## config.mk

```make
export PLATFORM = sky130hd
export DESIGN_NAME = elevator_scheduler
export DESIGN_NICKNAME = d
export VERILOG_FILES = /design/src/rtl/elevator_scheduler.sv
export SDC_FILE = /design/constraint.sdc
export NUM_CORES = 1
export LEC_CHECK = 0
export CAP_MARGIN = 40
export CORE_AREA = 2 2 47 82
export DETAILED_ROUTE_END_ITERATION = 10
export DIE_AREA = 0 0 49 84
export DONT_BUFFER_PORTS = 1
export PLACE_DENSITY = 0.5
export SLEW_MARGIN = 20
export SYNTH_ARGS = -nofsm -noshare
export SYNTH_HDL_FRONTEND = slang
export SYNTH_SLANG_ARGS = --single-unit
```

## constraint.sdc

```tcl
create_clock -name clk -period 8.2 [get_ports clk]
set_clock_uncertainty 0.2 [all_clocks]
set_input_delay 0 -clock clk [delete_from_list [all_inputs] [get_ports clk]]
set_output_delay 0 -clock clk [all_outputs]
set_load 0.02 [all_outputs]
```

## src/rtl/elevator_scheduler.sv

```systemverilog
// ---------------------------------------------------------------------------
// elevator_scheduler
//
// Four-floor single-cab elevator controller. Floor calls are latched into a
// pending mask and served with a collective (sweep) policy: the cab keeps
// going in its last direction while calls remain ahead of it, otherwise it
// reverses. All outputs are decoded from registered state only (Moore).
//
// Parameters
//   TRAVEL_CYC     cycles to move between adjacent floors (1..255)
//   DOOR_CYC       cycles the door stays open per stop (1..255)
//   HOME_IDLE_CYC  idle cycles before returning to floor 0 (home-return only)
//
// Ports
//   clk            clock, rising edge
//   rst            synchronous active-high reset
//   call_req[3:0]  per-floor call level, bit i = floor i
//   current_floor  cab floor 0..3
//   direction      00 stopped, 01 moving up, 10 moving down
//   door_open      high while the door is open
//   pending[3:0]   latched outstanding calls
//   busy           high when not idle or any call is pending
//
// Build option
//   ELEV_HOME_RETURN_EN  when defined, an idle cab away from floor 0 with no
//                        pending calls raises an internal call to floor 0
//                        after HOME_IDLE_CYC consecutive idle cycles.
// ---------------------------------------------------------------------------
module elevator_scheduler #(
  parameter int unsigned TRAVEL_CYC    = 4,
  parameter int unsigned DOOR_CYC      = 3,
  parameter int unsigned HOME_IDLE_CYC = 8
) (
  input  logic       clk,
  input  logic       rst,
  input  logic [3:0] call_req,
  output logic [1:0] current_floor,
  output logic [1:0] direction,
  output logic       door_open,
  output logic [3:0] pending,
  output logic       busy
);

  typedef enum logic [1:0] {
    ST_IDLE = 2'd0,
    ST_MOVE = 2'd1,
    ST_DOOR = 2'd2
  } state_t;

  // Timers count down to zero, so loading N-1 gives exactly N cycles.
  localparam logic [7:0] TRAVEL_LD = 8'(TRAVEL_CYC - 1);
  localparam logic [7:0] DOOR_LD   = 8'(DOOR_CYC - 1);

  state_t     state, state_nx;
  logic [1:0] floor_q, floor_nx;
  logic       dir_up, dir_up_nx;   // last-direction memory, 1 = up
  logic [3:0] pend_q, pend_nx;
  logic [7:0] tmr, tmr_nx;

  logic [3:0] eff;                 // calls visible to this cycle's decisions
  logic [1:0] arr_floor;           // floor reached when the current move ends
  logic       home_set;

  function automatic logic calls_above(input logic [3:0] v, input logic [1:0] f);
    logic r;
    r = 1'b0;
    for (int i = 0; i < 4; i++) begin
      if (i > int'(f)) r = r | v[i];
    end
    return r;
  endfunction

  function automatic logic calls_below(input logic [3:0] v, input logic [1:0] f);
    logic r;
    r = 1'b0;
    for (int i = 0; i < 4; i++) begin
      if (i < int'(f)) r = r | v[i];
    end
    return r;
  endfunction

  assign eff       = pend_q | call_req;
  // Never wraps: a move is only started toward an existing floor.
  assign arr_floor = dir_up ? (floor_q + 2'd1) : (floor_q - 2'd1);

`ifdef ELEV_HOME_RETURN_EN
  localparam logic [7:0] HOME_LD = 8'(HOME_IDLE_CYC - 1);

  logic [7:0] idle_cnt;
  logic       idle_away;

  assign idle_away = (state == ST_IDLE) && (pend_q == 4'b0000) && (floor_q != 2'd0);
  assign home_set  = idle_away && (idle_cnt == HOME_LD);

  always_ff @(posedge clk) begin
    if (rst) begin
      idle_cnt <= 8'd0;
    end else if (idle_away && !home_set) begin
      idle_cnt <= idle_cnt + 8'd1;
    end else begin
      idle_cnt <= 8'd0;
    end
  end
`else
  assign home_set = 1'b0;
`endif

  // Next-state, next-timer, next-pending
  always_comb begin
    state_nx  = state;
    floor_nx  = floor_q;
    dir_up_nx = dir_up;
    tmr_nx    = tmr;
    pend_nx   = pend_q | call_req;
    if (home_set) pend_nx[0] = 1'b1;

    case (state)
      ST_IDLE: begin
        if (eff[floor_q]) begin
          state_nx         = ST_DOOR;
          tmr_nx           = DOOR_LD;
          pend_nx[floor_q] = 1'b0;
        end else if (dir_up && calls_above(eff, floor_q)) begin
          state_nx = ST_MOVE;
          tmr_nx   = TRAVEL_LD;
        end else if (!dir_up && calls_below(eff, floor_q)) begin
          state_nx = ST_MOVE;
          tmr_nx   = TRAVEL_LD;
        end else if (calls_above(eff, floor_q)) begin
          state_nx  = ST_MOVE;
          tmr_nx    = TRAVEL_LD;
          dir_up_nx = 1'b1;
        end else if (calls_below(eff, floor_q)) begin
          state_nx  = ST_MOVE;
          tmr_nx    = TRAVEL_LD;
          dir_up_nx = 1'b0;
        end
      end

      ST_MOVE: begin
        if (tmr != 8'd0) begin
          tmr_nx = tmr - 8'd1;
        end else begin
          // Arrival: decide using the floor being reached.
          floor_nx = arr_floor;
          if (eff[arr_floor]) begin
            state_nx           = ST_DOOR;
            tmr_nx             = DOOR_LD;
            pend_nx[arr_floor] = 1'b0;
          end else if (dir_up ? calls_above(eff, arr_floor)
                              : calls_below(eff, arr_floor)) begin
            tmr_nx = TRAVEL_LD;
          end else begin
            state_nx = ST_IDLE;
          end
        end
      end

      ST_DOOR: begin
        // A call for the open floor extends the stop instead of latching.
        pend_nx[floor_q] = 1'b0;
        if (call_req[floor_q]) begin
          tmr_nx = DOOR_LD;
        end else if (tmr == 8'd0) begin
          state_nx = ST_IDLE;
        end else begin
          tmr_nx = tmr - 8'd1;
        end
      end

      default: begin
        state_nx = ST_IDLE;
        tmr_nx   = 8'd0;
      end
    endcase
  end

  always_ff @(posedge clk) begin
    if (rst) begin
      state   <= ST_IDLE;
      floor_q <= 2'd0;
      dir_up  <= 1'b1;
      pend_q  <= 4'b0000;
      tmr     <= 8'd0;
    end else begin
      state   <= state_nx;
      floor_q <= floor_nx;
      dir_up  <= dir_up_nx;
      pend_q  <= pend_nx;
      tmr     <= tmr_nx;
    end
  end

  // Output decode from registered state
  assign current_floor = floor_q;
  assign direction     = (state == ST_MOVE) ? (dir_up ? 2'b01 : 2'b10) : 2'b00;
  assign door_open     = (state == ST_DOOR);
  assign pending       = pend_q;
  assign busy          = (state != ST_IDLE) || (pend_q != 4'b0000);

endmodule

```

==> impl_metrics.env <==
export IMPL_synth_edf_count=0
export IMPL_dp_hpwl_um=2788
export IMPL_rsz0062_at_grt="false"
export IMPL_synth_most_common_cell="nor2_1"
export IMPL_r2r_setup_slack_ns=4.96
export IMPL_clock_sinks=17
export IMPL_met2_usage_pct=36.36
export IMPL_synth_ff_type="dfxtp_1"
export IMPL_track_usage_pct=18.87
export IMPL_grtUsageMet3_pct=3.405
export IMPL_finalWirelength_um=3554
export IMPL_fin_crit_ns=3.239
export IMPL_firstDrtPassIters=4
export IMPL_p_leak_nw=0.5284
export IMPL_fin_crit_sh_pct=39.50
export IMPL_worst_pin_slew_ns=0.7361
export IMPL_htree_levels=1
export IMPL_setup_violations=0
export IMPL_ir_drop_mv=0.1997
export IMPL_synth_async_reset_ratio_pct=0
export IMPL_met1_usage_pct=16.87
export IMPL_nets=172
export IMPL_ant_nets=0
export IMPL_viasPerCell=5.873
export IMPL_synth_cells=156
export IMPL_clockBufferDepth=2
export IMPL_fin_util_pct=41.63
export IMPL_port_buffers=0
export IMPL_clk_pin_slew_ns=0.07
export IMPL_yosysWarnings=0
export IMPL_powerDensity_nw_per_um2=293.1
export IMPL_startpoint_type="flop"
export IMPL_mappedNetlistArea_sq_um=1350
export IMPL_initialDrtViolationCount=33
export IMPL_reg2reg_to="tmr[6]$_SDFFE_PP0P_"
export IMPL_hp_class="in2reg"
export IMPL_cts_hold_buf=5
export IMPL_fin_setup_tns_ns=0
export IMPL_ys_seq_elements=17
export IMPL_cp_required_ns=8.15
export IMPL_whs_path_depth=3
export IMPL_reg2reg_depth=8
export IMPL_worstPathArrival_ns=3.19
export IMPL_grt_start_max_net_pins=21
export IMPL_wire_per_inst_um=17.34
export IMPL_syn_num_nets=168
export IMPL_synthToLayoutAreaGrowth_pct=8.527
export IMPL_cp_end_kind="flop"
export IMPL_drc_errors=0
export IMPL_path_max_fanout=14
export IMPL_clk_latency_ns=0.25
export IMPL_die_area_sq_um=4116
export IMPL_grt_overflow_total=0
export IMPL_core_area_sq_um=3520
export IMPL_antenna_found_initial=0
export IMPL_die_height_um=84
export IMPL_ctsRootBufferMaster="clkbuf_8"
export IMPL_io_pins=16
export IMPL_yosys_area_top_type="dfxtp_1"
export IMPL_crit_start="current_floor[1]$_SDFFE_PP0P_"
export IMPL_n_antenna_cell=0
export IMPL_drive_gt1_share_pct=13.21
export IMPL_synth_avg_cell_area_sq_um=8.654
export IMPL_synth_commonest_cells="nor2_1, dfxtp_1, a21oi_1"
export IMPL_min_from="call_req[0]"
export IMPL_rows=29
export IMPL_relSlewSlack_pct=50.76
export IMPL_numCtsBuffers=3
export IMPL_yosys_top_cells_area="dfxtp_1, nor2_1, a21oi_1, ha_1, mux4_2"
export IMPL_postCtsSetupBuffers=0
export IMPL_grt_pass1_vias=1254
export IMPL_synthDistinctLibCells=54
export IMPL_cts_resized_gates=0
export IMPL_grt_pass1_wl_um=5961
export IMPL_rr_startpoint="current_floor[1]$_SDFFE_PP0P_"
export IMPL_whs_endpoint="state[0]$_SDFFE_PP0P_"
export IMPL_ys_seq_area_share_pct=25.21
export IMPL_finalWeightedCongestion=0.8087
export IMPL_cts_tree="done"
export IMPL_fmax_mhz=308.8
export IMPL_drv_slew=0
export IMPL_die_w_um=49
export IMPL_vias=1204
export IMPL_hold_viol_final=0
export IMPL_drv_cap=0
export IMPL_synth_top_area_share_pct=25.21
export IMPL_criticalPathCategory="reg2reg"
export IMPL_grt_busiest_layer="met2"
export IMPL_start_util_pct=38.36
export IMPL_status="finished, final reports clean"
==> worst max-delay path by stage <==
stage | end | cells past startpoint
3_5_place_dp | tmr[6]$_SDFFE_PP0P_ | 8
6_report | tmr[6]$_SDFFE_PP0P_ | 8
2_1_floorplan | tmr[6]$_SDFFE_PP0P_ | 10
5_1_grt | tmr[6]$_SDFFE_PP0P_ | 8
3_3_place_gp | tmr[6]$_SDFFE_PP0P_ | 8
4_1_cts | tmr[6]$_SDFFE_PP0P_ | 8
==> registers in the layout, indices dropped and copies added (netlist names) <==
| signal | cells |
|---|---|
| dir_up | 1 |
| current_floor | 2 |
| pending | 4 |
| tmr | 8 |
| state | 2 |
==> cell families after synthesis <==
logic type,after synthesis,share of synthesized area (%)
flops,17,25.21
compound gates,43,23.45
buf+inv,14,6.302
mux,3,4.078
simple gates,70,33.46
xor+xnor,3,1.947
fa+ha+maj,6,5.561
==> power by group <==
part	switching (mW)	leakage [nW]	total, mW	internal (mW)
combinational	0.138	0.363	0.231	0.0929
sequential	0.0335	0.139	0.135	0.102
clock	0.0298	0.0255	0.0636	0.0337
total	0.201	0.528	0.429	0.228
==> metrics by stage <==
| stage | total power [mW] | hold slack (ns) | instances | setup WS (ns) | cell area (sq um) |
|---|---|---|---|---|---|
| floorplan | 0.3191 | 0.02968 | 156 | 5.318 | 1350 |
| global placement | 0.3589 | -0.1277 | 195 | 4.952 | 1354 |
| detailed placement | 0.3659 | -0.1262 | 196 | 4.950 | 1369 |
| CTS | 0.4335 | 0.04839 | 205 | 4.948 | 1465 |
| global route | 0.4649 | 0.07679 | 205 | 4.746 | 1465 |
| finish | 0.4294 | 0.05216 | 205 | 4.961 | 1465 |
==> critical path, cell delays in order (launching register included) <==
cell and delay (ns):
dfxtp_1 0.75, inv_1 0.15, ha_1 0.43, xor2_1 0.27
mux4_2 0.37, or2_4 0.26, o211ai_4 0.35, nor2_2 0.09
a32o_1 0.26
==> routing by layer <==
layer	share of wire, %	vias to the layer above	routed length [um]
met4	6.3	0	225
met1	34	572	1196
met2	56	35	1979
li1	-	579	-
met5	0	-	0
met3	4.3	18	152
==> layout by cell type, fill, tap and decap left out, types with 2 or more instances in the layout <==
cell,Yosys,final
a2111oi_0,3,3
a211o_1,2,2
a21oi_1,15,15
clkbuf_8,0,3
dfxtp_1,17,17
dlygate4sd3_1,0,5
ha_1,6,6
inv_1,6,6
mux4_2,2,2
nand2_1,6,6
nand2b_1,5,5
nor2_1,22,22
nor2b_1,3,3
nor3_1,5,5
nor4_1,4,4
o21ai_0,7,7
o21ai_1,3,3
o221ai_1,2,2
or2_1,5,5
or3_1,3,3
xnor2_1,2,2
==> area by class of cell <==
class,count,area [sq um]
fillers,387,2054
multi-input cells,125,924.6
flip-flops and latches,17,340.3
repair buffers,6,65.06
well taps,46,57.56
clock buffers,3,41.29
inverters,7,31.28
clock inverters,1,5.005
Note: power is estimated with default switching activity, not from simulation.
